`src/rtl/rv_pipe_pkg.sv`:
```
// Shared types and constants for the 5-stage RISC-V pipeline control logic.
package rv_pipe_pkg;

  localparam int REG_ADDR_W       = 5;
  localparam int DEF_MEM_TIMEOUT  = 64;
  localparam int DEF_DRAIN_CYCLES = 3;

  typedef enum logic [2:0] {
    RUN      = 3'd0,
    MEM_WAIT = 3'd1,
    DRAIN    = 3'd2,
    HALT     = 3'd3,
    FAULT    = 3'd4
  } ctrl_state_t;

endpackage

```
`src/rtl/pipeline_ctrl_hazard_detect.sv`:
```
// Load-use comparator: a load in EX whose destination is read by the instruction in ID.
module hazard_detect
  import rv_pipe_pkg::*;
(
  input  logic [REG_ADDR_W-1:0] id_rs1,
  input  logic [REG_ADDR_W-1:0] id_rs2,
  input  logic                  id_use_rs1,
  input  logic                  id_use_rs2,
  input  logic                  ex_mem_read,
  input  logic [REG_ADDR_W-1:0] ex_rd,
  output logic                  load_use
);

  logic [REG_ADDR_W-1:0] src_addr [2];
  logic [1:0]            src_use;
  logic [1:0]            src_hit;

  assign src_addr[0] = id_rs1;
  assign src_addr[1] = id_rs2;
  assign src_use     = {id_use_rs2, id_use_rs1};

  genvar gi;
  generate
    for (gi = 0; gi < 2; gi++) begin : g_src
      assign src_hit[gi] = src_use[gi] & (src_addr[gi] == ex_rd);
    end
  endgenerate

  // x0 is hardwired to zero, so a load targeting it never creates a hazard.
  assign load_use = ex_mem_read & (ex_rd != '0) & (|src_hit);

endmodule

```
`src/rtl/pipeline_ctrl.sv`:
```
// Stall/flush sequencer for the PC and IF/ID, ID/EX, EX/MEM registers, with
// dmem watchdog, debug halt drain, and stall/redirect performance counters.
module pipeline_ctrl
  import rv_pipe_pkg::*;
#(
  parameter int MEM_TIMEOUT  = DEF_MEM_TIMEOUT,
  parameter int DRAIN_CYCLES = DEF_DRAIN_CYCLES
) (
  input  logic                  clk,
  input  logic                  reset_n,
  input  logic [REG_ADDR_W-1:0] id_rs1,
  input  logic [REG_ADDR_W-1:0] id_rs2,
  input  logic                  id_use_rs1,
  input  logic                  id_use_rs2,
  input  logic                  ex_mem_read,
  input  logic [REG_ADDR_W-1:0] ex_rd,
  input  logic                  ex_redirect,
  input  logic                  imem_ready,
  input  logic                  mem_req,
  input  logic                  dmem_ready,
  input  logic                  halt_req,
  input  logic                  resume,
  output logic                  pc_en,
  output logic                  if_id_en,
  output logic                  id_ex_en,
  output logic                  ex_mem_en,
  output logic                  if_id_flush,
  output logic                  id_ex_flush,
  output logic                  halted,
  output logic                  fault,
  output logic [31:0]           stall_cycles,
  output logic [15:0]           redirect_count
);

  localparam int WAIT_W  = $clog2(MEM_TIMEOUT + 1);
  localparam int DRAIN_W = $clog2(DRAIN_CYCLES + 1);
  localparam logic [WAIT_W-1:0]  WAIT_LAST  = WAIT_W'(MEM_TIMEOUT - 1);
  localparam logic [DRAIN_W-1:0] DRAIN_LAST = DRAIN_W'(DRAIN_CYCLES - 1);

  ctrl_state_t        state_reg, state_next;
  logic [WAIT_W-1:0]  wait_cnt_reg, wait_cnt_next;
  logic [DRAIN_W-1:0] drain_cnt_reg, drain_cnt_next;
  logic [31:0]        stall_cycles_reg;
  logic [15:0]        redirect_count_reg;

  logic       load_use, mem_stall;
  logic [3:0] run_en, en;
  logic       run_if_flush, run_id_flush, run_stall, run_redirect, run_halt;
  logic       if_flush, id_flush, redirect_inc, stall_inc;

  hazard_detect u_hazard (
    .id_rs1      (id_rs1),
    .id_rs2      (id_rs2),
    .id_use_rs1  (id_use_rs1),
    .id_use_rs2  (id_use_rs2),
    .ex_mem_read (ex_mem_read),
    .ex_rd       (ex_rd),
    .load_use    (load_use)
  );

  assign mem_stall = mem_req & ~dmem_ready;

  // Enable vectors are ordered {pc, if_id, id_ex, ex_mem}.
  always_comb begin : run_decode
    run_en       = 4'b1111;
    run_if_flush = 1'b0;
    run_id_flush = 1'b0;
    run_stall    = 1'b0;
    run_redirect = 1'b0;
    run_halt     = 1'b0;
    if (mem_stall) begin
      run_en    = 4'b0000;
      run_stall = 1'b1;
    end else if (ex_redirect) begin
      run_if_flush = 1'b1;
      run_id_flush = 1'b1;
      run_redirect = 1'b1;
    end else if (load_use) begin
      run_en       = 4'b0011;
      run_id_flush = 1'b1;
    end else if (halt_req) begin
      run_en       = 4'b0111;
      run_if_flush = 1'b1;
      run_id_flush = 1'b1;
      run_halt     = 1'b1;
    end else if (!imem_ready) begin
      run_en       = 4'b0111;
      run_if_flush = 1'b1;
    end
  end

  always_comb begin : fsm_decode
    en             = 4'b0000;
    if_flush       = 1'b0;
    id_flush       = 1'b0;
    redirect_inc   = 1'b0;
    state_next     = state_reg;
    wait_cnt_next  = wait_cnt_reg;
    drain_cnt_next = drain_cnt_reg;
    case (state_reg)
      RUN, MEM_WAIT: begin
        if (state_reg == MEM_WAIT && !dmem_ready) begin
          // The cycle that entered MEM_WAIT already counts as the first not-ready cycle.
          if (wait_cnt_reg == WAIT_LAST) state_next = FAULT;
          else wait_cnt_next = wait_cnt_reg + 1'b1;
        end else begin
          en           = run_en;
          if_flush     = run_if_flush;
          id_flush     = run_id_flush;
          redirect_inc = run_redirect;
          state_next   = RUN;
          if (run_stall) begin
            state_next    = MEM_WAIT;
            wait_cnt_next = WAIT_W'(1);
          end else if (run_halt) begin
            state_next     = DRAIN;
            drain_cnt_next = '0;
          end
        end
      end
      DRAIN: begin
        en       = mem_stall ? 4'b0100 : 4'b0111;
        if_flush = 1'b1;
        if (!mem_stall) begin
          if (drain_cnt_reg == DRAIN_LAST) state_next = HALT;
          else drain_cnt_next = drain_cnt_reg + 1'b1;
        end
      end
      HALT:    if (resume) state_next = RUN;
      FAULT:   state_next = FAULT;
      default: state_next = RUN;
    endcase
  end

  assign stall_inc = (state_reg == RUN || state_reg == MEM_WAIT) && !en[3];

  always_ff @(posedge clk or negedge reset_n) begin
    if (!reset_n) begin
      state_reg          <= RUN;
      wait_cnt_reg       <= '0;
      drain_cnt_reg      <= '0;
      stall_cycles_reg   <= '0;
      redirect_count_reg <= '0;
    end else begin
      state_reg     <= state_next;
      wait_cnt_reg  <= wait_cnt_next;
      drain_cnt_reg <= drain_cnt_next;
      if (stall_inc) stall_cycles_reg <= stall_cycles_reg + 32'd1;
      if (redirect_inc && redirect_count_reg != 16'hFFFF)
        redirect_count_reg <= redirect_count_reg + 16'd1;
    end
  end

  // Everything is held quiet while reset is asserted.
  assign {pc_en, if_id_en, id_ex_en, ex_mem_en} = reset_n ? en : 4'b0000;
  assign if_id_flush    = reset_n & if_flush;
  assign id_ex_flush    = reset_n & id_flush;
  assign halted         = reset_n & (state_reg == HALT);
  assign fault          = reset_n & (state_reg == FAULT);
  assign stall_cycles   = stall_cycles_reg;
  assign redirect_count = redirect_count_reg;

endmodule

```
`config.mk`:
```
export PLATFORM = sky130hd
export DESIGN_NAME = pipeline_ctrl
export DESIGN_NICKNAME = d
export VERILOG_FILES = /design/src/rtl/rv_pipe_pkg.sv /design/src/rtl/pipeline_ctrl_hazard_detect.sv /design/src/rtl/pipeline_ctrl.sv
export SDC_FILE = /design/constraint.sdc
export NUM_CORES = 1
export LEC_CHECK = 0
export ABC_AREA = 1
export CAP_MARGIN = 40
export CORE_MARGIN = 5
export CORE_UTILIZATION = 35
export CTS_CLUSTER_DIAMETER = 50
export DETAILED_ROUTE_END_ITERATION = 6
export PLACE_DENSITY = 0.7
export SYNTH_ARGS = -nofsm -noshare
export SYNTH_HDL_FRONTEND = slang
export SYNTH_HIERARCHICAL = 1
export SYNTH_SLANG_ARGS = --single-unit
```
`constraint.sdc`:
```
create_clock -name clk -period 3.5 [get_ports clk]
set_input_delay 0.525 -clock clk [delete_from_list [all_inputs] [get_ports clk]]
set_output_delay 0.525 -clock clk [all_outputs]
set_load 0.01 [all_outputs]
```
[Word-level counts from Yosys, hierarchy flattened]
Index checks and enable logic that the tools add are counted.
Word-level totals
  input bits: 26
  bits in registers: 60
  word-level logic and storage cells: 99
  output and inout bits: 56
Operators by class
  mux-type cells: 47
  add/subtract/negate cells: 4
  bitwise gates (word level): 10
  reduce and logical (&&, ||, !) cells: 15
  equal/unequal tests: 18
Operators with widths (number)
  adder 32 x 1 -> 32 bit, second input constant: 1
  2-to-1 mux 4 bit: 7
  2-to-1 mux 7 bit: 3
  2-to-1 mux 1 bit: 20
  adder 16 x 1 -> 16 bit, second input constant: 1
  2-to-1 mux 2 bit: 8
  != test 16 bit, second input constant: 1
  != test 2 bit, second input constant: 8
  2-to-1 mux 3 bit: 5
  one-hot mux 3 bit (4 select lines): 1
  equality test 5 bit: 2
  bitwise AND 1 bit: 9
  one-hot mux 4 bit (2 select lines): 1
  adder 7 x 1 -> 7 bit, second input constant: 1
  equality test 7 x 6 -> 1 bit, second input constant: 1
  equality test 3 x 2 -> 1 bit, second input constant: 2
  AND reduction 6 bit: 1
  nonzero test 5 bit: 1
  one-hot mux 2 bit (2 select lines): 1
  AND reduction 4 bit: 1
  nonzero test 2 bit: 2
  OR reduction 2 bit: 2
  equality test 3 x 1 -> 1 bit, second input constant: 1
  equality test 3 bit, second input constant: 1
  other kinds (10): 13

[Depth between registers and ports, before layout]
Gate-level depths: netlist of run 1.
  depth after elaboration: 11
  depth in mapped cells: 16
  depth with buffers taken out: 15

[Cells and area by module]
The synthesis of run 1 kept the hierarchy.
Modules (own cells, without submodules)
  pipeline_ctrl: area an instance 3788.6 um2, sequential area each 1501.4 um2, cells an instance 563, times used 1
  hazard_detect: area an instance 216.5 um2, sequential area each 0.0 um2, cells an instance 55, times used 1

[Least setup slack after synthesis of run 1]
OpenSTA, ideal clock, no wires.
  path kind: input to output
  from: input ex_rd[3]
  to: output if_id_flush
  data required time: 2975 ps
  arrival time: 1450 ps
  cell stages on the path: 9
  path slack: 1525 ps
  path buffers: 0
  cell sequence: inv_1 > nand4_1 > o21ai_0 > a21oi_1 > inv_1 > nor2_1 > o21ai_0 > nand2_1 > a31oi_1
On the way
  word-level cells in the longest chain between the ends: 10
  elaborated cells on any way between the ends: 14
  classes of those cells: eq/ne: 2; mux: 5; bitwise: 5; reduce/logical: 2
Ends and longest elaborated chain
  from (decl): line pipeline_ctrl.sv:16  | input logic [REG_ADDR_W-1:0] ex_rd,
  equality test 5 bit: line pipeline_ctrl_hazard_detect.sv:25  | assign src_hit[gi] = src_use[gi] & (src_addr[gi] == ex_rd);
  bitwise AND 1 bit: line pipeline_ctrl_hazard_detect.sv:25
  OR reduction 2 bit: line pipeline_ctrl_hazard_detect.sv:30  | assign load_use = ex_mem_read & (ex_rd != '0) & (|src_hit);
  bitwise AND 1 bit (*): line pipeline_ctrl_hazard_detect.sv:30
  named net load_use: line pipeline_ctrl.sv:46  | logic load_use, mem_stall;
  2-to-1 mux 1 bit (*): line pipeline_ctrl.sv:78  | end else if (load_use) begin
  2-to-1 mux 1 bit (*): line pipeline_ctrl.sv:74  | end else if (ex_redirect) begin
  2-to-1 mux 1 bit (*): line pipeline_ctrl.sv:71  | if (mem_stall) begin
  2-to-1 mux 1 bit (*): line pipeline_ctrl.sv:102  | if (state_reg == MEM_WAIT && !dmem_ready) begin
  one-hot mux 1 bit (2 select lines) (*): line pipeline_ctrl.sv:100  | case (state_reg)
  bitwise AND 1 bit (*): line pipeline_ctrl.sv:156  | assign if_id_flush = reset_n & if_flush;
  to (decl): line pipeline_ctrl.sv:27  | output logic if_id_flush,
Mark *: on every way through the listed nets, which the timed path passes. The rest lies on a longest branch.

[Final worst setup path of run 1]
  from: input ex_rd[2]
  to: output if_id_flush
Same word-level chain as after synthesis.

==> results of run 1 <==
worst max-delay path: stages:
cell	delay, ps
clkdlybuf4s50_1	450
inv_1	110
nand4_1	90
o21ai_0	170
a21oi_1	80
inv_1	90
nor2_1	40
o21ai_0	160
nand2_1	90
a31oi_1	160
clkdlybuf4s50_1	600
stage by stage:
| step | area [um^2] | setup slack [ps] |
|---|---|---|
| 6_report | 5256 | 383.6 |
| 5_1_grt | 5256 | 240.1 |
| 4_1_cts | 5256 | 416.4 |
| 3_5_place_dp | 4940 | 427.6 |
| 3_3_place_gp | 4940 | 507.4 |
| 2_1_floorplan | 4005 | 1525 |
metal layers:
metal | wire [um] | up-vias
met5 | 0 | -
met4 | 164 | 0
met3 | 606 | 14
met2 | 5157 | 143
met1 | 4672 | 1839
li1 | - | 2076
path summary, 6_finish.rpt:
kind / from / slack [ps] / to
setup / recovery: ex_rd[2] / 380 / if_id_flush
hold / removal: reset_n / 30 / drain_cnt_reg[0]
setup reg to reg: stall_cycles[0] / 1730 / stall_cycles[20]
hold reg to reg: drain_cnt_reg[0] / 500 / drain_cnt_reg[0]
max in group asynchronous: reset_n / 2500 / redirect_count[2]
min in group clk: drain_cnt_reg[0] / 500 / drain_cnt_reg[0]
final cells by class:
cell class | instances | area (um^2) | area share [%]
multi-input combinational | 481 | 2180 | 41.47
sequential | 60 | 1501 | 28.56
timing repair buffer | 83 | 820.8 | 15.62
inverter | 68 | 259.0 | 4.927
clock buffer | 9 | 225.2 | 4.285
tap | 143 | 178.9 | 3.404
clock inverter | 7 | 91.34 | 1.738
layout by cell type, fill, tap and decap left out, types with 3 or more instances in the layout:
cell	count
nor3_1	5
inv_1	63
nand3_1	34
clkinv_2	4
or2_2	3
xnor2_1	7
nand2_2	6
ha_1	4
o21ai_2	3
o21ai_0	21
clkdlybuf4s50_1	80
a21oi_1	4
nor2_2	5
nand2_1	269
nor2_1	79
nand4_1	7
dfrtp_1	60
clkbuf_16	9
xor2_1	14
nand3b_1	10
power by group:
part           total (mW)  internal, mW  switching [mW]
Sequential          0.951         0.809           0.142
Clock               0.936         0.620           0.316
Combinational       0.989         0.409           0.580
logic make-up (layout without fill, tap and decap cells):
| logic type | count (synthesis) | after routing | share of synthesized area [%] |
|---|---|---|---|
| mux | 1 | 1 | 0.2811 |
| xor+xnor | 21 | 21 | 4.592 |
| fa+ha+maj | 4 | 4 | 1.250 |
| buf+inv | 77 | 167 | 8.091 |
| simple gates | 422 | 422 | 43.74 |
| compound gates | 33 | 33 | 4.561 |
| flops | 60 | 60 | 37.49 |
synthesized netlist by cell type, types with 2 or more instances:
| cell | instances | area [um^2] |
|---|---|---|
| o21a_1 | 2 | 15.01 |
| buf_6 | 2 | 22.52 |
| nand3_1 | 34 | 170.2 |
| xnor2_1 | 7 | 61.31 |
| ha_1 | 4 | 50.05 |
| xor2_1 | 14 | 122.6 |
| nand3b_1 | 10 | 75.07 |
| nand2_2 | 6 | 37.54 |
| buf_2 | 3 | 15.01 |
| nor2_1 | 79 | 296.5 |
| nor2_2 | 5 | 31.28 |
| dfrtp_1 | 60 | 1501 |
| inv_1 | 63 | 236.5 |
| nor3_1 | 5 | 25.02 |
| or2_2 | 3 | 18.77 |
| nand2_1 | 269 | 1010 |
| nand4_1 | 7 | 43.79 |
| o21ai_0 | 21 | 105.1 |
| nor2_4 | 2 | 22.52 |
| buf_4 | 3 | 22.52 |
| o21ai_2 | 3 | 26.28 |
| inv_2 | 2 | 7.510 |
| o21ai_1 | 2 | 10.01 |
| a21oi_1 | 4 | 20.02 |
==> impl_metrics.json, run 1 <==
{
  "detail-route-antenna-nets": 0,
  "tritoncts": "built",
  "drive_above_1_share_pct": 6.356,
  "crit_type": "in -> out",
  "pwr_density_cell_mw_per_mm2": 547.2,
  "area_delta_synth_final_pct": 31.24,
  "track_usage_pct": 16.07,
  "synth_warnings": 6,
  "io_pins": 82,
  "fin_crit_ps": 3116,
  "arrival_ps": 2590,
  "ys_seq_area_share_pct": 37.49,
  "die_h_um": 117.0,
  "ir_drop_mv": 0.5124,
  "dp.cells": 835,
  "ctsHtreeMaxLevel": 3,
  "post-dp-hpwl_um": 7972,
  "syn-mean-instance-area_um2": 6.481,
  "synth_cell_types": 32,
  "die_x_um": 117.0,
  "hold_viol_final": 0,
  "fp-row-count": 39,
  "antenna_cells": 0,
  "ys.flop_type": "dfrtp_1",
  "max_freq_mhz": 320.9,
  "drt-total-wl_um": 10600,
  "async_flop_share_pct": 100.0,
  "fin_util_pct": 46.43,
  "cp-start-kind": "input pin",
  "start_util_pct": 35.38,
  "rsz0062_at_grt": "false",
  "outcome": "complete, but fails checks",
  "globalplace.congestion": 0.8792,
  "syn-num-nets": 648,
  "clock_skew_ps": 6.160,
  "grt_use_met1_pct": 20.79,
  "grt_max_degree": 59,
  "fin_setup_tns_ps": 0,
  "grt_pass1_vias": 3818,
  "synth-edff-count": 0,
  "core_area_mm2": 0.01132,
  "ys_ff_latch": 60,
  "final_nets": 733,
  "cts_buffers": 9,
  "min_path_type": "in -> async",
  "relSlewSlack_pct": 49.52,
  "cp-end-kind": "output pin",
  "grt-busiest-layer": "met2",
  "violations": "design-rule violations",
  "synth_area_mm2": 0.004005,
  "use_met2_pct": 27.34,
  "grt_remaining_overflow": 0,
  "dr_total_vias": 4072,
  "cts_hold_buf": 0,
  "drc_errors": 2,
  "use_met3_pct": 3.393,
  "dr.pass1.iters": 7,
  "post_cts_buffers": 0,
  "power_mw": 2.876,
  "cts_sinks": 60,
  "tightest_slew_ps": 757.3,
  "via_per_inst": 4.785,
  "path_clk_slew_ps": 50,
  "wl_per_cell_um": 12.46,
  "die_area_mm2": 0.01368,
  "clockRootBuffer": "clkbuf_16",
  "fin_crit_sh_pct": 89.04,
  "required_ps": 2970,
  "largest_reg_flops": 32,
  "hold_ws_ps": 28.49,
  "ff2ff_path_depth": 10,
  "fillers": 1146,
  "grt_pass1_wl_um": 17870,
  "cts.path.max_buffers": 2,
  "syn_inst": 618,
  "path_max_fanout": 3,
  "antenna_found_initial": 0,
  "drv_cap": 0,
  "port_buffers": 81,
  "setup_viol": 0,
  "worst_skew_pair.late_latency_ps": 320,
  "instances_no_fill": 851,
  "cts-resized-gates": 0,
  "p_leak_nw": 2.439,
  "drt-initial-drc-count": 261,
  "slew_violations": 0
}
Power figures use the tool's default switching activity.
==> run 2, diff against run 1 <==
--- a/config.mk
+++ b/config.mk
@@ -7,7 +7,7 @@
 export LEC_CHECK = 0
 export ABC_AREA = 1
 export CAP_MARGIN = 40
-export CORE_MARGIN = 5
+export CORE_MARGIN = 1.5
 export CORE_UTILIZATION = 35
 export CTS_CLUSTER_DIAMETER = 50
 export DETAILED_ROUTE_END_ITERATION = 6
==> impl_metrics.json, run 2 (synthesis results as in run 1) <==
{
  "outcome": "complete, no violations",
  "ir_drop_mv": 0.3527,
  "crit_type": "in -> out",
  "antenna_found_initial": 0,
  "tightest_slew_ps": 712.0,
  "area_delta_synth_final_pct": 31.18,
  "pwr_density_cell_mw_per_mm2": 550.3,
  "drive_above_1_share_pct": 6.215,
  "hold_viol_final": 0,
  "cts_sinks": 60,
  "pwr-share-seq_pct": 33.1,
  "globalplace.congestion": 0.8851,
  "drc_errors": 0,
  "setup_viol": 0,
  "fin_crit_ps": 3127,
  "dr.pass1.iters": 5,
  "comb_power_share_pct": 34.0,
  "final_nets": 733,
  "fin_util_pct": 47.84,
  "final_area_mm2": 0.005254,
  "fin_setup_tns_ps": 0,
  "start_util_pct": 36.47,
  "p_leak_nw": 2.443,
  "io_pins": 82,
  "cp-start-kind": "input pin",
  "drv_cap": 0,
  "swShare_pct": 35.80,
  "drt-total-wl_um": 10440,
  "clockRootBuffer": "clkbuf_16",
  "largest_reg_flops": 32,
  "tritoncts": "built",
  "arrival_ps": 2600,
  "detail-route-antenna-nets": 0,
  "layout_common_cells": "nand2_1 (269), clkdlybuf4s50_1 (80), nor2_1 (79), inv_1 (63), dfrtp_1 (60)",
  "cts_hold_buf": 0,
  "worst_skew_pair.late_latency_ps": 330,
  "post_cts_buffers": 0,
  "fin_crit_sh_pct": 89.34,
  "antenna_cells": 0,
  "multi_input_area_mm2": 0.002180,
  "die_h_um": 110.0,
  "die_x_um": 110.0,
  "dp.cells": 832,
  "rsz0062_at_grt": "false",
  "final_common_cell": "nand2_1",
  "cts.path.max_buffers": 2,
  "path_max_fanout": 3,
  "track_usage_pct": 18.73,
  "required_ps": 2970,
  "dr_total_vias": 4095,
  "wl_per_cell_um": 12.31,
  "grt_remaining_overflow": 0,
  "relSlewSlack_pct": 52.53,
  "pwr-share-clk_pct": 32.9,
  "fillers": 1106,
  "slew_violations": 0,
  "via_per_inst": 4.829,
  "fp-row-count": 38,
  "instances_no_fill": 848,
  "min_path_type": "in -> async",
  "power_mw": 2.891,
  "grt_pass1_vias": 4055,
  "die_area_mm2": 0.01209,
  "p_sw_mw": 1.035,
  "register_area_mm2": 0.001501,
  "port_buffers": 81,
  "grt_pass1_wl_um": 17870,
  "core_area_mm2": 0.01098,
  "post-dp-hpwl_um": 7789,
  "place_area_mm2": 0.004936,
  "cts_buffers": 9,
  "max_freq_mhz": 319.8,
  "cp-end-kind": "output pin",
  "path_clk_slew_ps": 50,
  "internal-power_mw": 1.856,
  "clock_skew_ps": 5.456,
  "grt_max_degree": 56,
  "cts-resized-gates": 0,
  "ctsHtreeMaxLevel": 3,
  "drt-initial-drc-count": 187
}
==> run 2: critical path, stage by stage <==
cell             delay, ps
clkdlybuf4s50_1        450
inv_1                  120
nand4_1                 90
o21ai_0                210
a21oi_1                110
inv_1                  100
nor2_1                  40
o21ai_0                160
nand2_1                 90
a31oi_1                150
clkdlybuf4s50_1        560
==> run 2: power by group through the flow <==
stage          Clock (mW)  Sequential, mW  Combinational, mW
2_1_floorplan           0           0.967              0.618
3_3_place_gp            0           0.954              0.968
3_5_place_dp            0           0.962              0.988
4_1_cts             0.974           0.954              0.992
5_1_grt              1.00           0.973               1.10
6_report            0.951           0.956              0.983
==> run 2: final timing paths <==
check | slack [ps] | to | startpoint | cells past startpoint
hold / removal | 20 | drain_cnt_reg[0] | reset_n | 1
setup / recovery | 370 | if_id_flush | ex_rd[2] | 11
min in group clk | 490 | drain_cnt_reg[0] | drain_cnt_reg[0] | 2
setup reg to reg | 1690 | stall_cycles[20] | stall_cycles[0] | 10
max in group asynchronous | 2530 | stall_cycles[9] | reset_n | 2
hold reg to reg | 490 | drain_cnt_reg[0] | drain_cnt_reg[0] | 2
==> run 2: routing by layer <==
layer / track usage (%) / up-vias / routed length [um]
li1: - / 2074 / -
met1: 21.92 / 1860 / 4483
met2: 32.83 / 140 / 5116
met3: 4.586 / 21 / 588
met4: 7.421 / 0 / 251
met5: 0 / - / 0
==> run 2: layout make-up <==
type,count,share of cell area (%)
multi-input cells,481,41.49
flip-flops and latches,60,28.58
repair buffers,83,15.62
inverters,68,4.930
clock buffers,11,4.620
well taps,140,3.334
clock inverters,5,1.429
==> run 2: per-stage QoR <==
step / hold WS [ps] / worst slack (ps)
after floorplan: 229.4 / 1525
after global placement: 369.2 / 460.3
after detailed placement: 371.0 / 423.5
after CTS: 18.04 / 405.9
after global routing: 25.99 / 171.1
final: 24.93 / 373.0
==> run 3, diff against run 2 <==
==> constraint.sdc (replaced) <==
create_clock -name clk -period 3.5 [get_ports clk]
set_input_delay 0.7 -clock clk [delete_from_list [all_inputs] [get_ports clk]]
set_output_delay 0.7 -clock clk [all_outputs]
set_load 0.01 [all_outputs]
==> impl_metrics.json, run 3 (synthesis results as in run 1) <==
{
  "cpMaxStageDelayCell": "clkdlybuf4s50_1",
  "fin_crit_ps": 3062,
  "cts_hold_buf": 0,
  "antenna_cells": 0,
  "cp-end-kind": "output pin",
  "tightest_slew_ps": 718.8,
  "cts.path.max_buffers": 2,
  "drt-initial-drc-count": 138,
  "required_ps": 2800,
  "dp.cells": 832,
  "pwr-share-clk_pct": 34.0,
  "start_util_pct": 36.47,
  "detail-route-antenna-nets": 0,
  "pwr-share-seq_pct": 32.6,
  "fin_crit_sh_pct": 87.49,
  "pwr_density_cell_mw_per_mm2": 553.8,
  "worst_skew_pair.late_latency_ps": 330,
  "p_leak_nw": 2.525,
  "ctsHtreeMaxLevel": 3,
  "fp-row-count": 38,
  "grt_pass1_wl_um": 18220,
  "largest_reg_flops": 32,
  "dr_total_vias": 4049,
  "power_mw": 2.929,
  "multi_input_area_mm2": 0.002183,
  "internal-power_mw": 1.893,
  "tritoncts": "built",
  "path_max_fanout": 3,
  "arrival_ps": 2360,
  "rsz0062_at_grt": "false",
  "clockRootBuffer": "clkbuf_16",
  "area_delta_synth_final_pct": 32.05,
  "fillers": 1100,
  "layout_common_cells": "nand2_1 (269), nor2_1 (79), clkdlybuf4s50_1 (75), inv_1 (63), dfrtp_1 (60)",
  "ir_drop_mv": 0.3663,
  "die_area_mm2": 0.01209,
  "post-dp-hpwl_um": 7884,
  "grt_pass1_vias": 4054,
  "drt-total-wl_um": 10520,
  "comb_power_share_pct": 33.3,
  "p_sw_mw": 1.036,
  "outcome": "complete, no violations",
  "swShare_pct": 35.39,
  "register_area_mm2": 0.001501,
  "place_area_mm2": 0.004936,
  "fin_setup_tns_ps": 0,
  "drc_errors": 0,
  "dr.pass1.iters": 5,
  "core_area_mm2": 0.01098,
  "grt_max_degree": 56,
  "track_usage_pct": 19.04,
  "cp-start-kind": "input pin",
  "max_freq_mhz": 326.6,
  "cts_buffers": 9,
  "crit_type": "in -> out",
  "port_buffers": 81,
  "path_clk_slew_ps": 50,
  "drive_above_1_share_pct": 6.497,
  "final_common_cell": "nand2_1",
  "wl_per_cell_um": 12.41,
  "globalplace.congestion": 0.8851,
  "final_nets": 733,
  "io_pins": 82,
  "timing.critical_path.mode_cell": "nand2_1",
  "die_h_um": 110.0,
  "instances_no_fill": 848,
  "cts_sinks": 60,
  "grt_remaining_overflow": 0,
  "clock_skew_ps": 2.565,
  "antenna_found_initial": 0,
  "slew_violations": 0,
  "setup_viol": 0,
  "via_per_inst": 4.775,
  "path_cells": "clkdlybuf4s50_1, inv_1, nand2_1, nand2_1, nor2_1, nand3_1, a21oi_2, inv_1, nor2_1, o21ai_0, nand2_1, a31oi_1, dlymetal6s2s_1",
  "relSlewSlack_pct": 52.08,
  "drv_cap": 0,
  "die_x_um": 110.0,
  "min_path_type": "in -> async",
  "hold_ws_ps": 205.3,
  "cpPeakStageDelay_ps": 490,
  "hold_viol_final": 0,
  "final_area_mm2": 0.005289
}
run 3: worst paths after layout:
path | start | end | slack [ps] | cells after the start
max | ex_rd[1] | if_id_flush | 440 | 13
min | reset_n | drain_cnt_reg[0] | 210 | 1
max reg2reg | stall_cycles[0] | stall_cycles[20] | 1720 | 10
min reg2reg | drain_cnt_reg[0] | drain_cnt_reg[0] | 490 | 2
max in group asynchronous | reset_n | stall_cycles[12] | 2350 | 2
min in group clk | drain_cnt_reg[0] | drain_cnt_reg[0] | 490 | 2
run 3: what timing repair did:
action                                  CTS  global route
endpoints found under the setup margin    0             4
buffers inserted                          0             0
gates resized for setup                   0             7
run 3: routing by layer:
layer / global-route usage (%) / share of wire [%] / vias up
li1: - / - / 2072
met2: 33.76 / 49 / 109
met1: 22.44 / 44 / 1850
met4: 6.679 / 1.9 / 0
met5: 0 / 0 / -
met3: 4.409 / 4.8 / 18
run 3: metrics by stage:
stage	util (%)	setup slack (ps)
2_1_floorplan	-	1175
3_3_place_gp	44.94	110.3
3_5_place_dp	44.94	72.77
4_1_cts	48.01	54.54
5_1_grt	48.15	225.2
6_report	48.15	437.7
run 3: cell type report:
cell class	count	share of cell area [%]
sequential	60	28.39
timing repair buffer	83	15.76
tap	140	3.312
inverter	68	4.897
multi-input combinational	481	41.28
clock inverter	4	1.325
clock buffer	12	5.039
run 3: power groups by stage:
stage,Clock [mW],Sequential [mW],Combinational [mW]
after floorplan,0,0.967,0.618
after global placement,0,0.954,0.968
after detailed placement,0,0.963,0.985
after CTS,1.02,0.954,0.992
after global routing,1.05,0.975,1.10
final,0.997,0.955,0.977
run 3: worst max-delay path: cells and delay by family:
kind                   cells  cell delay, ps
buffers and inverters      4             840
AND/OR/NAND/NOR            6             480
AO/OA/AOI/OAI              3             340
